<file path="config.mk">
export PLATFORM = sky130hd
export DESIGN_NAME = io_seg7_out_port
export DESIGN_NICKNAME = d
export VERILOG_FILES = /design/src/rtl/io_seg7_out_port.sv
export SDC_FILE = /design/constraint.sdc
export NUM_CORES = 1
export LEC_CHECK = 0
export CORE_ASPECT_RATIO = 0.9
export CORE_UTILIZATION = 55
export CTS_CLUSTER_SIZE = 16
export DETAILED_ROUTE_END_ITERATION = 6
export PLACE_DENSITY = 0.8
export SYNTH_ARGS = -nofsm -noshare
export SYNTH_HDL_FRONTEND = slang
export SYNTH_SLANG_ARGS = --single-unit
</file>
<file path="constraint.sdc">
create_clock -name clock -period 4.5 [get_ports clock]
set_input_delay 1.35 -clock clock [delete_from_list [all_inputs] [get_ports clock]]
set_output_delay 1.35 -clock clock [all_outputs]
set_load 0.05 [all_outputs]
</file>
<file path="src/rtl/io_seg7_out_port.sv">
// Memory-mapped seven-segment output port: captures stores to OUT_ADDR and converts them
// to decimal with a sequential double-dabble engine. Optional build macro: SEG7_LZ_BLANK_EN.
module io_seg7_out_port #(
  parameter int         DATA_W   = 8,
  parameter int         DIGITS   = 2,
  parameter logic [7:0] OUT_ADDR = 8'h80
) (
  input  logic                  clock,
  input  logic                  resetn,
  input  logic                  io_wen,
  input  logic [7:0]            io_addr,
  input  logic [31:0]           io_wdata,
  output logic [DATA_W-1:0]     out_port,
  output logic [7*DIGITS-1:0]   hex,
  output logic                  busy
);

  localparam int         BCD_W     = 40;
  localparam logic [5:0] LAST_SHIFT = 6'(DATA_W - 1);
  localparam logic [6:0] SEG_ZERO  = 7'b1000000;
  localparam logic [6:0] SEG_DASH  = 7'b0111111;

  typedef enum logic [1:0] {IDLE, SHIFT, DONE} state_t;

  state_t                   state;
  logic [DATA_W-1:0]        bin;
  logic [BCD_W-1:0]         bcd;
  logic [5:0]               count;
  logic                     pend_valid;
  logic [DATA_W-1:0]        pend_val;

  logic                     hit;
  logic [DATA_W-1:0]        wdata_cap;
  logic [DATA_W-1:0]        load_val;
  logic [BCD_W-1:0]         bcd_adj;
  logic [BCD_W+DATA_W-1:0]  sr_next;
  logic                     overflow;
  logic [7*DIGITS-1:0]      hex_next;

  assign hit       = io_wen && (io_addr == OUT_ADDR);
  assign wdata_cap = io_wdata[DATA_W-1:0];
  // A store landing in the DONE cycle outranks an older pending value.
  assign load_val  = (state == DONE && !hit) ? pend_val : wdata_cap;

  if (DATA_W < 32) begin : g_unused
    logic unused_wdata_hi;
    assign unused_wdata_hi = ^io_wdata[31:DATA_W];
  end

  function automatic logic [6:0] seg7(input logic [3:0] n);
    case (n)
      4'd0:    seg7 = 7'h40;
      4'd1:    seg7 = 7'h79;
      4'd2:    seg7 = 7'h24;
      4'd3:    seg7 = 7'h30;
      4'd4:    seg7 = 7'h19;
      4'd5:    seg7 = 7'h12;
      4'd6:    seg7 = 7'h02;
      4'd7:    seg7 = 7'h78;
      4'd8:    seg7 = 7'h00;
      4'd9:    seg7 = 7'h10;
      default: seg7 = 7'h7F;
    endcase
  endfunction

  // NOTE: every always_comb output gets a default before any branch, so no latch is inferred.
  always_comb begin
    bcd_adj = bcd;
    for (int i = 0; i < BCD_W / 4; i++) begin
      if (bcd[4*i +: 4] >= 4'd5) bcd_adj[4*i +: 4] = bcd[4*i +: 4] + 4'd3;
    end
    sr_next = {bcd_adj, bin} << 1;
  end

  always_comb begin
    overflow = |bcd[BCD_W-1:4*DIGITS];
    hex_next = '0;
    for (int d = 0; d < DIGITS; d++) begin
      hex_next[7*d +: 7] = overflow ? SEG_DASH : seg7(bcd[4*d +: 4]);
    end
`ifdef SEG7_LZ_BLANK_EN
    begin
      logic lz;
      lz = !overflow;
      for (int d = DIGITS - 1; d > 0; d--) begin
        if (lz && bcd[4*d +: 4] == 4'd0) hex_next[7*d +: 7] = 7'b1111111;
        else                             lz = 1'b0;
      end
    end
`endif
  end

  // NOTE: sequential state uses non-blocking assignments so every register samples pre-edge values.
  always_ff @(posedge clock or negedge resetn) begin
    if (!resetn) begin
      state      <= IDLE;
      out_port   <= '0;
      busy       <= 1'b0;
      bin        <= '0;
      bcd        <= '0;
      count      <= '0;
      pend_valid <= 1'b0;
      pend_val   <= '0;
      hex        <= {DIGITS{SEG_ZERO}};
    end else begin
      if (hit) out_port <= wdata_cap;
      case (state)
        IDLE: begin
          if (hit) begin
            bin   <= load_val;
            bcd   <= '0;
            count <= '0;
            busy  <= 1'b1;
            state <= SHIFT;
          end
        end
        SHIFT: begin
          if (hit) begin
            pend_valid <= 1'b1;
            pend_val   <= wdata_cap;
          end
          bcd   <= sr_next[BCD_W+DATA_W-1:DATA_W];
          bin   <= sr_next[DATA_W-1:0];
          count <= count + 6'd1;
          if (count == LAST_SHIFT) state <= DONE;
        end
        DONE: begin
          hex <= hex_next;
          if (hit || pend_valid) begin
            bin        <= load_val;
            bcd        <= '0;
            count      <= '0;
            pend_valid <= 1'b0;
            state      <= SHIFT;
          end else begin
            busy  <= 1'b0;
            state <= IDLE;
          end
        end
        default: state <= IDLE;
      endcase
    end
  end

endmodule

</file>
# After elaboration in Yosys (flattened, before gate mapping)
# Memory sizes are Yosys's and may differ from the RTL's.
# Index checks and enable logic that the tools add are counted.
# W data, S select, Z words.
[classes]
addsub = 11
order_cmp = 10
n_eq_ne = 9
mux = 31
n_reduce_logical = 14
[op_table]
columns = ["operator", "n"]
rows = [
  ["$pmux W40 S3", 1],
  ["$mux W40", 2],
  ["$ge A4 B3 Y1 const B", 10],
  ["$add A4 B2 Y4 const B", 9],
  ["$mux W4", 9],
  ["$reduce_or A32 Y1", 1],
  ["$mux W8", 3],
  ["$pmux W8 S3", 1],
  ["$pmux W6 S3", 1],
  ["$mux W7", 2],
  ["$mux W6", 2],
  ["$reduce_and A3 Y1", 3],
  ["$eq A8 B8 Y1 const B", 1],
  ["$ne A2 B2 Y1 const B", 4],
  ["$add A6 B1 Y6 const B", 1],
  ["$eq A6 B3 Y1 const B", 1],
  ["$pmux W2 S3", 1],
  ["$mux W1", 4],
  ["$mux W2", 2],
  ["$pmux W1 S2", 2],
  ["$reduce_and A2 Y1", 2],
  ["$reduce_bool A2 Y1", 2],
  ["$add A3 B2 Y3 const B", 1],
  ["$mux W3", 1],
  ["8 further kinds", 9],
]
[totals]
reg_bits = 88
rom_bits = 224
output_inout_bits = 23
word_cells = 86
mem_count = 2
[mem_list]
columns = ["memory", "depth", "width", "rd", "rd_clocked_by_memory_dff", "wr", "line", "source"]
rows = [
  ["(no name shown)", 16, 7, 1, 0, 0, "51", "case (n)"],
  ["(no name shown)", 16, 7, 1, 0, 0, "51", ""],
]

# Longest topological paths before layout
# Gate-level depths: netlist of run 1.
[logic_depth]
word_depth = 7
ltp_mapped = 6

# Least setup slack after synthesis of run 1
# No wires, ideal clock.
[synth_timing]
path_type = "input port to flip-flop"
from = "input io_addr[2]"
to = "register bcd[11]"
arrival_ns = 2.521
required_ns = 4.376
slack_ns = 1.855
path_stages = 6
cell_sequence = "nor4_2 nand4_1 a22o_1 buf_2 buf_6 a211o_1"
[synth_via]
elab_chain_len = 5
word_cells_on_any_way = 6
classes_between = "3 x eq/ne; 3 x reduce/logical"
[synth_lines]
columns = ["element", "line", "source"]
rows = [
  ["from (decl)", "11", "input logic [7:0] io_addr,"],
  ["$eq A8 B8 Y1 (*)", "40", "assign hit = io_wen && (io_addr == OUT_ADDR);"],
  ["$logic_and A1 B1 Y1 (*)", "40", ""],
  ["$logic_or A1 B1 Y1", "129", "if (hit || pend_valid) begin"],
  ["$ne A2 B1 Y1 (no line)", "--", ""],
  ["$reduce_and A3 Y1 (no line) (*)", "--", ""],
  ["to (signal assigned)", "122", "bcd <= sr_next[BCD_W+DATA_W-1:DATA_W];"],
  ["to (decl)", "27", "logic [BCD_W-1:0] bcd;"],
]
# Mark *: on every way between the ends. The rest lies on a longest branch, timed or not.
# A chain may end at the register's enable or synchronous reset.

# Worst setup path in the final report of run 1
[layout_timing]
from = "input io_addr[2]"
to = "register bcd[31]"
# Same word-level chain as after synthesis.

==> qor.yml, run 1 <==
place:
  port_buffers: 41
  dpl.cell_count: 626
  place.gp.congestion: 0.794
  hpwl_um: 6530
cells_and_area:
  finish.utilization_pct: 65.5
  drive_gt1_share_pct: 6.12
  final_cell_mix: "dfrtp_1, clkdlybuf4s50_1, ha_1"
  fin_cells: 642
  final_common_cell: "dfrtp_1"
  area_growth_pct: 14.2
  fin_nets: 596
  diodes: 0
clock_tree:
  cts-resized-gates: 0
  clk_latency_ns: 0.37
  cts_buffers: 9
  post_cts_buffers: 0
  cts_tree: "yes"
  cts.sinks: 88
  root_buffer: "clkbuf_8"
  clk_path_buf_depth: 2
  holdBufCountCts: 0
  htreeDepth: 3
  path_clk_slew_ns: 0.09
floorplan:
  die_x_um: 102
  die_area_mm2: 0.00944
  num_rows: 32
  die_h_um: 92.3
  ios: 66
  core_region_area_mm2: 0.00869
  initial_core_util_pct: 57.3
worst_setup_path:
  worstPathCellList: "clkdlybuf4s50_1, nor4_2, nand4_1, a22o_1, buf_4, a211o_1"
  worstPathMaxFanout: 45
  path_class: "primary input to flip-flop"
  slowest_delay_ns: 0.45
  cp-start-kind: "primary input"
  worstPathArrival_ns: 3.72
  cp_slowest_cell: "a22o_1"
  end_kind: "flip-flop"
  critPathLaunch: "io_addr[2]"
  cp.required_ns: 4.75
  r2r_start: "state[0]"
detailed_routing:
  drt-initial-drc-count: 246
  drt-wirelength-per-cell_um: 15.5
  antenna_left: 0
  routed_via_density: 5.86
  vias: 3759
  firstDrtPassIters: 5
  drc_errors: 0
  drt_wl_total_um: 9970
sta:
  timing.final.crit_share_pct: 77.0
  slew_viol_final: 0
  period_minus_slack_ns: 3.47
  hold_viol: 0
  worst_pin_slew_ns: 0.931
  rsz0062_at_grt: "false"
  fin_worst_skew_ns: 0.00707
  tns_ns: 0
  finalSetupViolCount: 0
  slew_headroom_pct: 37.7
  max_clock_freq_mhz: 288
synthesis:
  synth_edf_count: 0
  synth_area_leader_cell: "dfrtp_1"
  synthArstFlopShare_pct: 100
  syn-mean-instance-area_um2: 10.2
  yosysUniqueCellTypes: 50
  ys_seq_area_share_pct: 44.2
  synthCells: 488
  netlist_area_mm2: 0.00498
  dominantRegCellSynth: "dfrtp_1"
  ys_ff_latch: 88
  yosysWarnings: 0
  synthTopCellsByArea: "dfrtp_1, ha_1, a22o_1"
  synth.top_cell.area_share_pct: 43.2
  synth_nets: 566
power:
  power_per_cell_area_mw_per_mm2: 291
  p_total_uw: 1660
  irDropWorstVdd_mv: 0.144
  leakage_uw: 0.00267
min_path:
  hold_path.startpoint: "count[5]"
  hold_class: "flip-flop to flip-flop"
outcome:
  status: "finished, final reports clean"
global_routing:
  antenna_found_initial: 0
  grt_pass1_wl_um: 17300
  track_usage_pct: 23.3
  grt.overflow.total: 0
  grt_max_degree: 54
  grt_pass1_vias: 3671
run:
  drv_cap: 0
-- state kept, by name, summed over array words and instances, names as in the netlist --
signal and cells:
out_port 8, bin 8, bcd 40, pend_val 8, state 2, count 6
pend_valid 1, hex 14, busy 1
-- power breakdown --
part           total [uW]  internal [uW]  switching (uW)
Sequential            836            815            21.5
Clock                 631            331             300
Combinational         191           75.1             116
Total                1660           1220             438
-- Yosys cell counts (4+ instances only) --
cell type and number:
nor4b_1 9, nand2b_1 15, buf_1 4, nor4_1 4, nand2_1 23, nor2_1 29, xnor2_1 10, nor3_1 12
clkbuf_1 13, o311ai_1 6, dfrtp_1 86, and3_1 9, a211o_1 9, a21oi_1 20, a21o_1 10, a31oi_1 11
a32o_1 7, o21ai_0 27, mux2_1 15, nand3b_1 7, ha_1 35, nor2b_1 5, a22o_1 23, inv_1 32
buf_2 10, mux2i_1 11, xor2_1 9
-- cell families (layout without fill, tap and decap cells) --
kind of cell / Yosys count / count (layout) / synth area share, %
multiplexers: 28 / 28 / 6.05
AND/OR/NAND/NOR: 126 / 126 / 13.8
flip-flops: 88 / 88 / 44.2
AO/OA/AOI/OAI: 132 / 132 / 18.8
XOR/XNOR: 19 / 19 / 3.34
buffers and inverters: 60 / 95 / 4.92
adder cells (fa/ha/maj): 35 / 35 / 8.79
-- cell type report --
type	count	area, um2
inverters	32	120
multi-input cells	340	2540
clock inverters	6	90.1
repair buffers	47	453
well taps	119	149
flip-flops and latches	88	2200
clock buffers	10	138
fillers	676	3000
-- metal layers --
layer	global-route usage, %	up-vias	wire length, um
met3	5.28	10	354
li1	-	1823	-
met4	5.95	0	85
met5	0	-	0
met1	32.5	1867	4720
met2	36.7	59	4820
-- worst paths after layout --
| check | endpoint | slack (ns) | cells after the start |
|---|---|---|---|
| setup / recovery | bcd[31] | 1.03 | 6 |
| hold / removal | state[1] | 0.49 | 1 |
| setup reg to reg | pend_val[4] | 1.74 | 3 |
| hold reg to reg | state[1] | 0.49 | 1 |
| max in group asynchronous | bcd[25] | 2.76 | 2 |
| min in group asynchronous | out_port[6] | 1.01 | 1 |
-- worst max-delay path: cells and delay by family --
| kind | cells | cell delay (ns) |
|---|---|---|
| AND/OR/NAND/NOR | 2 | 0.80 |
| AO/OA/AOI/OAI | 2 | 0.80 |
| buffers and inverters | 2 | 0.76 |
-- through the flow --
stage | hold WS [ns] | setup slack, ns | instance area [um2]
global route | 0.502 | 0.935 | 5690
finish | 0.492 | 1.03 | 5690
detailed placement | 0.464 | 0.692 | 5460
floorplan | 0.433 | 1.85 | 4980
CTS | 0.489 | 1.03 | 5690
global placement | 0.455 | 0.778 | 5460
No activity file was read; power rests on OpenSTA's default activity.
==> run 2, diff against run 1 <==
--- a/config.mk
+++ b/config.mk
@@ -6,10 +6,10 @@
 export NUM_CORES = 1
 export LEC_CHECK = 0
 export CORE_ASPECT_RATIO = 0.9
-export CORE_UTILIZATION = 55
+export CORE_UTILIZATION = 50
 export CTS_CLUSTER_SIZE = 16
 export DETAILED_ROUTE_END_ITERATION = 6
-export PLACE_DENSITY = 0.8
+export PLACE_DENSITY = 0.76
 export SYNTH_ARGS = -nofsm -noshare
 export SYNTH_HDL_FRONTEND = slang
 export SYNTH_SLANG_ARGS = --single-unit
==> constraint.sdc (replaced) <==
create_clock -name clock -period 2.9 [get_ports clock]
set_input_delay 0.87 -clock clock [delete_from_list [all_inputs] [get_ports clock]]
set_output_delay 0.87 -clock clock [all_outputs]
set_load 0.05 [all_outputs]
==> run 2 against run 1 <==
Sequential power increased by 56%. Cell count increased by 1.7%. Non-clock buffer count grew 4. Largest cell class unchanged. Clock skew increased by 0.0029 ns. Count of clock-buffer cells in the layout increased by 1. Largest power group unchanged. Critical path type is now flip-flop to output pin. Via count down 1.0%. Sequential share of layout area shrank 0.33 points. Total power up 52%. Clock power is 47% higher. Critical path depth decreased by 5. Final area up 0.86%.
==> qor.yml, run 2 (synthesis gave the netlist of run 1 again) <==
cells_and_area:
  reg_top3: "bcd (40), hex (14)"  # unchanged
  fin_nets: 600  # was 596
  final_cell_mix: "dfrtp_1, clkdlybuf4s50_1, ha_1"  # unchanged
  final_common_cell: "dfrtp_1"  # unchanged
  largest_reg_flops: 40  # unchanged
  diodes: 0  # unchanged
  regMostFlops: "bcd"  # unchanged
  area_growth_pct: 15.2  # was 14.2%
  nFillCells: 779  # was 676
  drive_gt1_share_pct: 6.45  # was 6.12%
clock_tree:
  post_cts_buffers: 0  # unchanged
  cts_buffers: 9  # unchanged
  htreeDepth: 3  # unchanged
  clk_path_buf_depth: 2  # unchanged
  root_buffer: "clkbuf_8"  # unchanged
  clk_latency_ns: 0.36  # was 0.37 ns
  cts.sinks: 88  # unchanged
  cts_tree: "yes"  # unchanged
  cts-resized-gates: 0  # unchanged
  path_clk_slew_ns: 0.09  # about the same
  holdBufCountCts: 0  # unchanged
sta:
  slew_viol_final: 0  # unchanged
  fin_worst_skew_ns: 0.0100  # was 0.00707 ns
  hold_viol: 0  # unchanged
  slew_headroom_pct: 51.9  # was 37.7%
  worst_pin_slew_ns: 0.718  # was 0.931 ns
  max_clock_freq_mhz: 392
  period_minus_slack_ns: 2.55
  timing.final.crit_share_pct: 88.1
  finalSetupViolCount: 0  # unchanged
  rsz0062_at_grt: "false"  # unchanged
  tns_ns: 0  # unchanged
detailed_routing:
  drc_errors: 0  # unchanged
  firstDrtPassIters: 4  # was 5
  drt-initial-drc-count: 224  # was 246
  antenna_left: 0  # unchanged
  routed_via_density: 5.70  # was 5.86
  drt_wl_total_um: 10000  # was 9970 um
  vias: 3721  # was 3,759
  drt-wirelength-per-cell_um: 15.3  # was 15.5 um
global_routing:
  grt_pass1_wl_um: 17800  # was 17,300 um
  antenna_found_initial: 0  # unchanged
  grt.overflow.total: 0  # unchanged
  track_usage_pct: 21.3  # was 23.3%
  grt_pass1_vias: 3770  # was 3,671
  grt_max_degree: 53  # was 54
worst_setup_path:
  cp.required_ns: 2.03  # was 4.75 ns
  worstPathArrival_ns: 1.68  # was 3.72 ns
  worstPathCellList: "clkdlybuf4s50_1"  # was clkdlybuf4s50_1, nor4_2, nand4_1, a22o_1, buf_4, a211o_1
  path_delay_family: "buffers and inverters"  # was simple AND/OR/NAND/NOR gates
  path_class: "flip-flop to output pin"  # was primary input to flip-flop
  worstPathMaxFanout: 2  # was 45
  end_kind: "output pin"  # was flip-flop
  slowest_delay_ns: 0.79  # was 0.45 ns
  cp_slowest_cell: "clkdlybuf4s50_1"  # was a22o_1
  cp-start-kind: "flip-flop"  # was primary input
  crit_buf_inv: 1  # was 2
floorplan:
  num_rows: 34  # was 32
  ios: 66  # unchanged
  core_region_area_mm2: 0.00966  # was 0.00869 mm2
  initial_core_util_pct: 51.6  # was 57.3%
  die_x_um: 107  # was 102 um
  die_h_um: 96.7  # was 92.3 um
  die_area_mm2: 0.0104  # was 0.00944 mm2
run:
  drv_cap: 0  # unchanged
outcome:
  status: "finished, final reports clean"  # unchanged
place:
  place.gp.congestion: 0.772  # was 0.794
  hpwl_um: 6790  # was 6530 um
  port_buffers: 41  # unchanged
power:
  irDropWorstVdd_mv: 0.197  # was 0.144 mV
  p_total_uw: 2530  # was 1660 uW
  power_per_cell_area_mw_per_mm2: 440  # was 291 mW/mm2
  leakage_uw: 0.00270  # was 0.00267 uW
min_path:
  hold_class: "flip-flop to flip-flop"  # unchanged
-- run 2: changes by cell type in the layout (fill, tap and decap cells not counted), sizes merged --
cell	delta
clkbuf	+1
inv	-2
buf	+4
clkinv	+1
-- run 2: layout make-up --
class | instances | area, um2 | area share [%]
Timing Repair Buffer | 51 | 508 | 8.85
Multi-Input combinational cell | 340 | 2540 | 44.2
Clock inverter | 5 | 81.3 | 1.42
Clock buffer | 11 | 131 | 2.29
Inverter | 32 | 120 | 2.09
Tap cell | 126 | 158 | 2.75
Sequential cell | 88 | 2200 | 38.4
-- run 2: layer usage --
| metal | global-route usage, % | routed length [um] |
|---|---|---|
| met1 | 29.2 | 4950 |
| met2 | 34.0 | 4710 |
| met3 | 3.64 | 213 |
| met4 | 7.38 | 153 |
| met5 | 0 | 0 |
-- run 2: worst paths after layout --
path / start / to / slack (ns) / depth (start not counted)
max: hex[6] / hex[6] / 0.35 / 1
min: count[5] / state[1] / 0.47 / 1
max reg2reg: state[1] / hex[3] / 0.80 / 4
min reg2reg: count[5] / state[1] / 0.47 / 1
max in group asynchronous: resetn / bcd[24] / 1.74 / 2
min in group asynchronous: resetn / hex[3] / 0.50 / 1
-- run 2: per-stage QoR --
step / cells / hold slack (ns) / util (%) / setup WS, ns / instance area, um2
after floorplan: 488 / 0.433 / - / 0.735 / 4980
after global placement: 637 / 0.449 / 57.2 / 0.238 / 5530
after detailed placement: 637 / 0.462 / 57.2 / 0.217 / 5530
after CTS: 653 / 0.467 / 59.4 / 0.332 / 5740
after global routing: 653 / 0.477 / 59.4 / 0.302 / 5740
final: 653 / 0.474 / 59.4 / 0.346 / 5740
-- run 2: power breakdown --
part	switching, uW	total [uW]	internal (uW)
Clock	444	930	487
Sequential	31.8	1300	1260
Combinational	183	302	119
